### config.mk
export PLATFORM = sky130hd
export DESIGN_NAME = imm_gen
export DESIGN_NICKNAME = d
export VERILOG_FILES = /design/src/rtl/riscv_pkg.sv /design/src/rtl/imm_gen.sv
export SDC_FILE = /design/constraint.sdc
export NUM_CORES = 1
export LEC_CHECK = 0
export ABC_AREA = 1
export CAP_MARGIN = 40
export CORE_ASPECT_RATIO = 0.7
export CORE_MARGIN = 2
export CORE_UTILIZATION = 32
export CTS_CLUSTER_SIZE = 12
export DETAILED_ROUTE_END_ITERATION = 8
export PLACE_DENSITY = 0.76
export SLEW_MARGIN = 5
export SYNTH_ARGS = -nofsm -noshare
export SYNTH_HDL_FRONTEND = slang
export SYNTH_SLANG_ARGS = --single-unit
### constraint.sdc
create_clock -name clk -period 1.47 [get_ports clk]
set_input_delay 0.294 -clock clk [delete_from_list [all_inputs] [get_ports clk]]
set_output_delay 0.294 -clock clk [all_outputs]
set_load 0.02 [all_outputs]
### src/rtl/riscv_pkg.sv
// Shared RV32I definitions: datapath width, base opcodes and the immediate format code.
// No logic, so no latency.
// No flow control; consumers decode freely.
package riscv_pkg;

  localparam int XLEN = 32;

  // Base opcode field, instruction[6:0]
  localparam logic [6:0] OP_IMM    = 7'b0010011;
  localparam logic [6:0] OP_LOAD   = 7'b0000011;
  localparam logic [6:0] OP_JALR   = 7'b1100111;
  localparam logic [6:0] OP_STORE  = 7'b0100011;
  localparam logic [6:0] OP_BRANCH = 7'b1100011;
  localparam logic [6:0] OP_LUI    = 7'b0110111;
  localparam logic [6:0] OP_AUIPC  = 7'b0010111;
  localparam logic [6:0] OP_JAL    = 7'b1101111;

  // Immediate format code as seen on imm_fmt / imm_fmt_q
  typedef enum logic [2:0] {
    FMT_NONE = 3'd0,
    FMT_I    = 3'd1,
    FMT_S    = 3'd2,
    FMT_B    = 3'd3,
    FMT_U    = 3'd4,
    FMT_J    = 3'd5
  } imm_fmt_e;

endpackage

### src/rtl/imm_gen.sv
// RV32I immediate generator: decodes the opcode, assembles the sign-extended immediate.
// Latency: immediate/imm_fmt/imm_valid are combinational; the *_q copies lag by one clk.
// No backpressure: no handshake or stall, every edge outside reset captures the decode.
//
// Ports:
//   clk, rst       clock and synchronous active-high reset (registered copies only)
//   instruction    raw instruction word
//   immediate      sign-extended immediate (0 for opcodes without one)
//   imm_fmt        format code, riscv_pkg::imm_fmt_e encoding
//   imm_valid      high whenever imm_fmt is not FMT_NONE
//   *_q            the three outputs above, registered
//
// Only XLEN = 32 is meaningful; the bit positions below are the RV32I field layout.
module imm_gen #(
  parameter int XLEN = riscv_pkg::XLEN
) (
  input  logic            clk,
  input  logic            rst,
  input  logic [XLEN-1:0] instruction,
  output logic [XLEN-1:0] immediate,
  output logic [2:0]      imm_fmt,
  output logic            imm_valid,
  output logic [XLEN-1:0] immediate_q,
  output logic [2:0]      imm_fmt_q,
  output logic            imm_valid_q
);

  import riscv_pkg::*;

  logic [6:0] opcode;
  logic       sign;
  imm_fmt_e   fmt;
  logic [XLEN-1:0] imm;

  assign opcode = instruction[6:0];
  assign sign   = instruction[31];

  // Single decode on opcode. The other instruction bits only move into the
  // immediate value; they never influence which format is chosen.
  always_comb begin
    fmt = FMT_NONE;
    imm = '0;
    case (opcode)
      OP_IMM, OP_LOAD, OP_JALR: begin
        fmt = FMT_I;
        imm = {{(XLEN-12){sign}}, instruction[31:20]};
      end
      OP_STORE: begin
        fmt = FMT_S;
        imm = {{(XLEN-12){sign}}, instruction[31:25], instruction[11:7]};
      end
      OP_BRANCH: begin
        // Branch offsets are halfword aligned, so bit 0 is implied zero.
        fmt = FMT_B;
        imm = {{(XLEN-13){sign}}, instruction[31], instruction[7],
               instruction[30:25], instruction[11:8], 1'b0};
      end
      OP_LUI, OP_AUIPC: begin
        // Upper immediate is placed as-is; bit 31 is already the top bit.
        fmt = FMT_U;
        imm = {instruction[31:12], 12'h000};
      end
      OP_JAL: begin
        fmt = FMT_J;
        imm = {{(XLEN-21){sign}}, instruction[31], instruction[19:12],
               instruction[20], instruction[30:21], 1'b0};
      end
      default: begin
        fmt = FMT_NONE;
        imm = '0;
      end
    endcase
  end

  assign immediate = imm;
  assign imm_fmt   = fmt;
  assign imm_valid = (fmt != FMT_NONE);

  // Registered copies; reset only clears these, never the combinational path.
  always_ff @(posedge clk) begin
    if (rst) begin
      immediate_q <= '0;
      imm_fmt_q   <= FMT_NONE;
      imm_valid_q <= 1'b0;
    end else begin
      immediate_q <= immediate;
      imm_fmt_q   <= imm_fmt;
      imm_valid_q <= imm_valid;
    end
  end

endmodule

After elaboration in Yosys (flattened, before gate mapping)
Cells that the tools add are included.
Word-level totals
  register bits: 36
  latch bits: 0
  memory bits (writable): 0
  bits in read-only memories: 0
  input port bits: 34
  output and inout bits: 72
  word-level logic and storage cells: 16
  memories: 0
Cells by class
  $add $sub $neg: 0
  multiply operators: 0
  divide/modulo/power cells: 0
  $lt $le $gt $ge: 0
  equal/unequal tests: 8
  shift operators: 0
  multiplexer cells: 2
  bitwise operators: 0
  reduce and logical (&&, ||, !) cells: 3
Operators with widths (number)
  $pmux 32 s5: 1
  $eq 7x7->1 const B: 3
  $pmux 3 s5: 1
  $eq 7x5->1 const B: 2
  $eq 7x6->1 const B: 2
  $eq 7x2->1 const B: 1
  $reduce_bool 3->1: 1
  $reduce_or 3->1: 1
  $reduce_or 2->1: 1

Logic depth before layout (Yosys ltp)
Gate-level depths: netlist of run 1.
  depth after elaboration: 4
  gate-level depth with buffers: 9
  gate-level depth less buffers: 7

Worst setup path before layout of run 1
No wires, ideal clock.
  path kind: in2out
  start point: in instruction[4]
  end point: out immediate[12]
  arrival time: 1246 ps
  required time: 1176 ps
  setup slack: -70 ps
  stages on the path: 9
  path through: inv_1 -> nand2_2 -> nor2_8 -> nand2_4 -> nand3_2 -> nand2_2 -> buf_6 -> buf_2 -> nand2_1
On the way
  longest elaborated chain between the ends: 3
  elaborated cells on any way between the ends: 11
  those cells by class: 8 x eq/ne; 1 x mux; 2 x reduce/logical
RTL lines
  start: declaration: RTL line imm_gen.sv:19  | input logic [XLEN-1:0] instruction,
  $eq 7x5->1 (tied with other cells): RTL line imm_gen.sv:43  | case (opcode)
  $reduce_or 3->1 or $reduce_or 2->1 (tied branches): RTL line imm_gen.sv:43
  $pmux 32 s5 *: RTL line imm_gen.sv:43
  end: declaration: RTL line imm_gen.sv:20  | output logic [XLEN-1:0] immediate,
Mark *: on every way between the ends. The rest lies on a longest branch, timed or not.

Worst setup path after layout of run 1
  start point: in instruction[4]
  end point: out immediate[9]
The elaborated chain is that of the path after synthesis.

==> results of run 1 <==
cells in the final DEF (no fill, tap or decap), types with 18 or more instances in the layout:
master,n
buf_4,32
clkdlybuf4s50_1,24
nand2_4,21
buf_6,43
inv_1,19
nand3_1,18
nand2_1,22
a21oi_1,24
dfxtp_1,36
dlygate4sd2_1,37
cell families after synthesis:
group / Yosys count / synth area share
compound gates: 31 / 0.1004
buf+inv: 49 / 0.1292
flops: 36 / 0.4482
simple gates: 115 / 0.3222
cell usage after synthesis, types with 2 or more instances:
master     n
nand2_1   62
inv_1     36
o21ai_0    4
buf_6      2
clkbuf_1   5
buf_2      4
dfxtp_1   36
nand3_2    2
a21oi_1   25
nand3_1   22
nand2_2    4
nor2_1    20
power groups by stage:
stage | Clock, mW | Sequential [mW] | Combinational [mW]
after floorplan | 0 | 1.03 | 0.143
after global placement | 0 | 1.01 | 0.380
after detailed placement | 0 | 1.01 | 0.385
after CTS | 0.751 | 0.989 | 0.416
after global routing | 0.789 | 0.990 | 0.473
final | 0.744 | 0.989 | 0.446
per-stage QoR:
| step | cell area, µm² | hold WS, ns | std cells | total power [mW] | utilization |
|---|---|---|---|---|---|
| floorplan | 1929 | 0.4385 | 231 | 1.171 | - |
| CTS | 3592 | 0.4634 | 444 | 2.156 | 0.7471 |
| detailed placement | 3274 | 0.9086 | 425 | 1.397 | 0.6810 |
| global route | 3751 | 0.4063 | 445 | 2.251 | 0.7801 |
| global placement | 3274 | 0.9058 | 425 | 1.392 | 0.6810 |
| finish | 3751 | 0.3898 | 445 | 2.179 | 0.7801 |
critical path, stage by stage:
cell	delay, ns
buf_12	0.12
inv_16	0.05
nand2_8	0.05
nor2_8	0.16
nand2_4	0.08
nand4_1	0.19
buf_6	0.18
nand2_4	0.06
inv_2	0.05
buf_6	0.10
registers in the layout (all words and copies together) (netlist names):
signal	flops
immediate_q	32
imm_fmt_q	3
imm_valid_q	1
layout make-up:
type | instances | share of cell area
flip-flops and latches | 36 | 0.1921
clock buffers | 7 | 0.02302
clock inverters | 1 | 0.002001
repair buffers | 149 | 0.4056
inverters | 37 | 0.04270
well taps | 69 | 0.02302
multi-input cells | 146 | 0.3115
layer usage:
layer / wire (µm) / global-route usage / part of all wire
met5: 0 / 0 / 0
met3: 517 / 0.06946 / 0.086
met4: 56 / 0.04545 / 0.0093
met2: 2948 / 0.3554 / 0.49
met1: 2508 / 0.2815 / 0.42
timing repair:
action                     4_1_cts  5_1_grt
hold buffers                     0        0
resized for setup              317       55
setup buffers                   10        2
setup endpoints to repair      103       39
pin swaps                       18       14
gates cloned                     2        0
worst max-delay path by stage:
| stage | end | from | slack [ns] | cells past startpoint |
|---|---|---|---|---|
| floorplan | immediate[12] | instruction[4] | -0.02 | 9 |
| global placement | immediate[7] | instruction[5] | -1.10 | 8 |
| detailed placement | immediate[18] | instruction[4] | -1.13 | 10 |
| CTS | immediate[7] | instruction[4] | -0.25 | 11 |
| global route | immediate[10] | instruction[4] | -0.22 | 10 |
| finish | immediate[9] | instruction[4] | -0.16 | 10 |
==> reports/results.ini, run 1 <==
[synth]
yosysTopAreaCellShare=0.4482
synth_edf_count=0
yosysUniqueCellTypes=21
ys_seq_area_frac=0.4482
syn_nets=265
ys_top_cells_by_area=dfxtp_1 (45%), nand2_1 (14%), inv_1 (8.4%)
synthCells=231
ys_ff_latch=36
ys.flop_type=dfxtp_1
yosys_warnings=0
postSynth.asyncResetShare=0
netlist_area_um2=1608
syn_area_per_cell_um2=6.960
synth_top_cell_by_area=dfxtp_1

[final_layout]
drive_above_1_share=0.4734
seq_area_um2=720.7
fin_nets=409
multi_input_area_um2=1169
syn2layout_area_growth_pct=133.3
n_antenna_cell=0
fill_cells=345

[global_routing]
grt_pass1_wl_um=9549
grt_max_degree=37
grt.total_usage=0.2180
overflow=0
antenna_found_initial=0
grt_pass1_vias=2085

[routing]
drc_errors=0
drt-wirelength-per-cell_um=13.55
dr.pass1.iters=4
drt_iter0_markers=55
vias=2038
routed_wl_um=6031
ant_nets=0
vias_per_cell=4.580

[place]
place_ws_ns=-1.128
gp_congestion=0.8552
io_buffers=105
dp_hpwl_um=4154

[critical_path]
required_ns=1.18
crit_type=in -> out
critPathLaunchType=primary input
critPathCaptureType=output port
crit_fanout=4
cp.arrival_ns=1.34

[floorplan]
die_x_um=88.72
num_rows=21
die_y_um=63.31
top_level_ports=106
die_area_um2=5616
core_um2=4808
start_util=0.3344

[power_and_ir_drop]
p_int_mw=1.591
netSwitchingFraction=0.2700
leakagePower_nw=2.048
comb_power_share=0.205
irDropWorstVdd_mv=0.4382
seq_power_share=0.454
clock_power_share=0.342
p_per_area_nw_per_um2=581.0
power.switching_uw=588.4

[hold_path]
hp-class=in -> reg
hp-start=instruction[20]
hold_end=immediate_q[0]$_SDFF_PP0_
holdPathStages=3

[clock_tree]
numCtsBuffers=5
clock-sinks=36
cts_htree_levels=2
tritoncts=done
cts_root_buf=clkbuf_8
path_clk_slew_ns=0.08
clk_path_buf_depth=2

[timing]
drv_slew=0
max_freq_mhz=611.7
fin_ws_ns=-0.1649
tightest_slew_ns=0.2548
finalSetupViolations=35
setup_tns_ns=-3.701
maxSlewHeadroom=0.8308
fin_crit_sh=1.112
rsz0062_at_grt=true
hold_violations=0
final.min_clock_period_ns=1.635

[job]
drv_cap=0

[status]
outcome=finished with violations
violations=setup timing

No activity file was read; power rests on OpenSTA's default activity.
==> run 2, diff against run 1 <==
--- a/config.mk
+++ b/config.mk
@@ -7,5 +7,5 @@
 export LEC_CHECK = 0
 export ABC_AREA = 1
-export CAP_MARGIN = 40
+export CAP_MARGIN = 20
 export CORE_ASPECT_RATIO = 0.7
 export CORE_MARGIN = 2
==> constraint.sdc (replaced) <==
create_clock -name clk -period 1.47 [get_ports clk]
set_input_delay 0.294 -clock clk [delete_from_list [all_inputs] [get_ports clk]]
set_output_delay 0.294 -clock clk [all_outputs]
set_load 0.005 [all_outputs]
==> run 2 against run 1 <==
The run still ends with setup timing left. Global-route usage is 4.8 points higher. Sequential share of layout area is 2.6 points lower. Core utilization is 12 points higher. First-iteration DRC count is 130% higher. Sequential cell count stayed put. Setup slack worse by 0.18 ns. Non-clock buffer count is 60 higher. Count of clock-buffer cells in the layout stayed put. Combinational power is 11% higher. Power is 13% higher. Largest power group unchanged.
==> reports/results.ini, run 2 (synthesis gave the netlist of run 1 again) <==
[critical_path]
critPathCaptureType=output port
critPathLaunchType=primary input
cp.arrival_ns=1.52
path_buf_inv=6
cpMostUsedCell=nand2_8
required_ns=1.18
slowest_stage=clkbuf_16
crit_chain=buf_8, inv_4, nand2_4, nor2_4, buf_12, nand2_8, buf_6, nand3_4, nand2_8, clkbuf_16, nand2_1, buf_2
crit_fanout=8
crit_type=in -> out
cpLargestDelayFamily=buffers and inverters
cp_slowest_stage_delay_ns=0.18

[floorplan]
num_rows=21
die_x_um=88.72
die_area_um2=5616
core_um2=4808
top_level_ports=106
start_util=0.3344
die_y_um=63.31

[final_layout]
reg_top3=immediate_q x32, imm_fmt_q x3, imm_valid_q x1
fill_cells=202
registers.top_by_ff_count=immediate_q
largest_reg_flops=32
layout.cells.most_common=buf_6
final_cell_area_um2=4332
fin_nets=469
syn2layout_area_growth_pct=169.4
drive_above_1_share=0.5986
finish.utilization=0.9009
final_cell_mix=buf_6 (71), clkdlybuf4s50_1 (57), buf_4 (47)
n_antenna_cell=0

[status]
violations=setup timing
outcome=finished with violations

[clock_tree]
path_clk_slew_ns=0.08
clk_path_buf_depth=2
clock-sinks=36
numCtsBuffers=5
cts_htree_levels=2
postCtsHoldBufs=0
cts_root_buf=clkbuf_8
tritoncts=done

[routing]
drt-wirelength-per-cell_um=19.47
vias=2552
dr.pass1.iters=4
ant_nets=0
vias_per_cell=5.053
routed_wl_um=9833
drt_iter0_markers=127
drc_errors=0

[global_routing]
grt_pass1_wl_um=11470
antenna_found_initial=0
grt.total_usage=0.2660
grt_pass1_vias=2417
overflow=0
grt_max_degree=30

[timing]
tightest_slew_ns=0.3237
fin_crit_sh=1.237
max_freq_mhz=550.1
final.min_clock_period_ns=1.818
hold_violations=0
maxSlewHeadroom=0.7839
drv_slew=0
finalSetupViolations=43
rsz0062_at_grt=true
setup_tns_ns=-8.976
fin_ws_ns=-0.3479

[place]
dpl_cell_area_um2=2962
place_ws_ns=-0.9364
dp_hpwl_um=4175
gp_congestion=0.8107
io_buffers=105

[power_and_ir_drop]
irDropWorstVdd_mv=0.3667
p_per_area_nw_per_um2=567.5
leakagePower_nw=2.186

[job]
drv_cap=0

[hold_path]
hp-class=in -> reg

[run 2: changes by cell type in the layout (fill, tap and decap cells not counted), moves of 6 or more]
cell,before,now
dlygate4sd2_1,37,1
clkdlybuf4s50_1,24,57
buf_6,43,71
buf_2,2,18
nand2_2,10,26
buf_4,32,47
nand2_1,22,14
nand2_8,14,7
nand3_1,18,12
[run 2: metrics by stage]
stage          hold WS [ns]  total power [mW]  instances
2_1_floorplan        0.4385             1.099        231
3_3_place_gp         0.9057             1.310        426
3_5_place_dp         0.8934             1.315        426
4_1_cts              0.3792             2.336        501
5_1_grt              0.3939             2.524        505
6_report             0.3677             2.458        505
[run 2: repair_timing]
| item | CTS | global route |
|---|---|---|
| buffers inserted | 75 | 24 |
| pin swaps | 27 | 35 |
| gates resized for setup | 292 | 127 |
| setup endpoints to repair | 57 | 44 |
| cloned | 3 | 2 |
[run 2: layer usage]
layer	part of all wire	routed length (µm)	global-route usage
met3	0.086	845	0.07995
met5	0	0	0
met4	0.047	464	0.08712
met1	0.36	3584	0.2995
met2	0.50	4939	0.4720
[run 2: path summary, 6_finish.rpt]
check	startpoint	to	slack [ns]	depth (start not counted)
hold / removal	instruction[20]	immediate_q[0]$_SDFF_PP0_	0.37	3
setup / recovery	instruction[3]	immediate[20]	-0.35	12
[run 2: power breakdown]
| group | switching (mW) | internal (mW) |
|---|---|---|
| sequential | 0.00364 | 0.986 |
| combinational | 0.238 | 0.258 |
| clock | 0.373 | 0.599 |
| total | 0.615 | 1.84 |
[run 2: final cells by class]
| class | instances | area (µm²) | area share |
|---|---|---|---|
| Timing Repair Buffer | 209 | 2062 | 0.4760 |
| Multi-Input combinational cell | 146 | 1177 | 0.2718 |
| Inverter | 37 | 158.9 | 0.03668 |
| Clock buffer | 7 | 96.34 | 0.02224 |
| Clock inverter | 1 | 30.03 | 0.006932 |
| Tap cell | 69 | 86.33 | 0.01993 |
| Sequential cell | 36 | 720.7 | 0.1664 |
==> run 3, diff against run 2 <==
- CTS_CLUSTER_DIAMETER: default -> 100
==> results of run 3 <==
No change in the layout: final DEF, timing and power equal those of run 2.
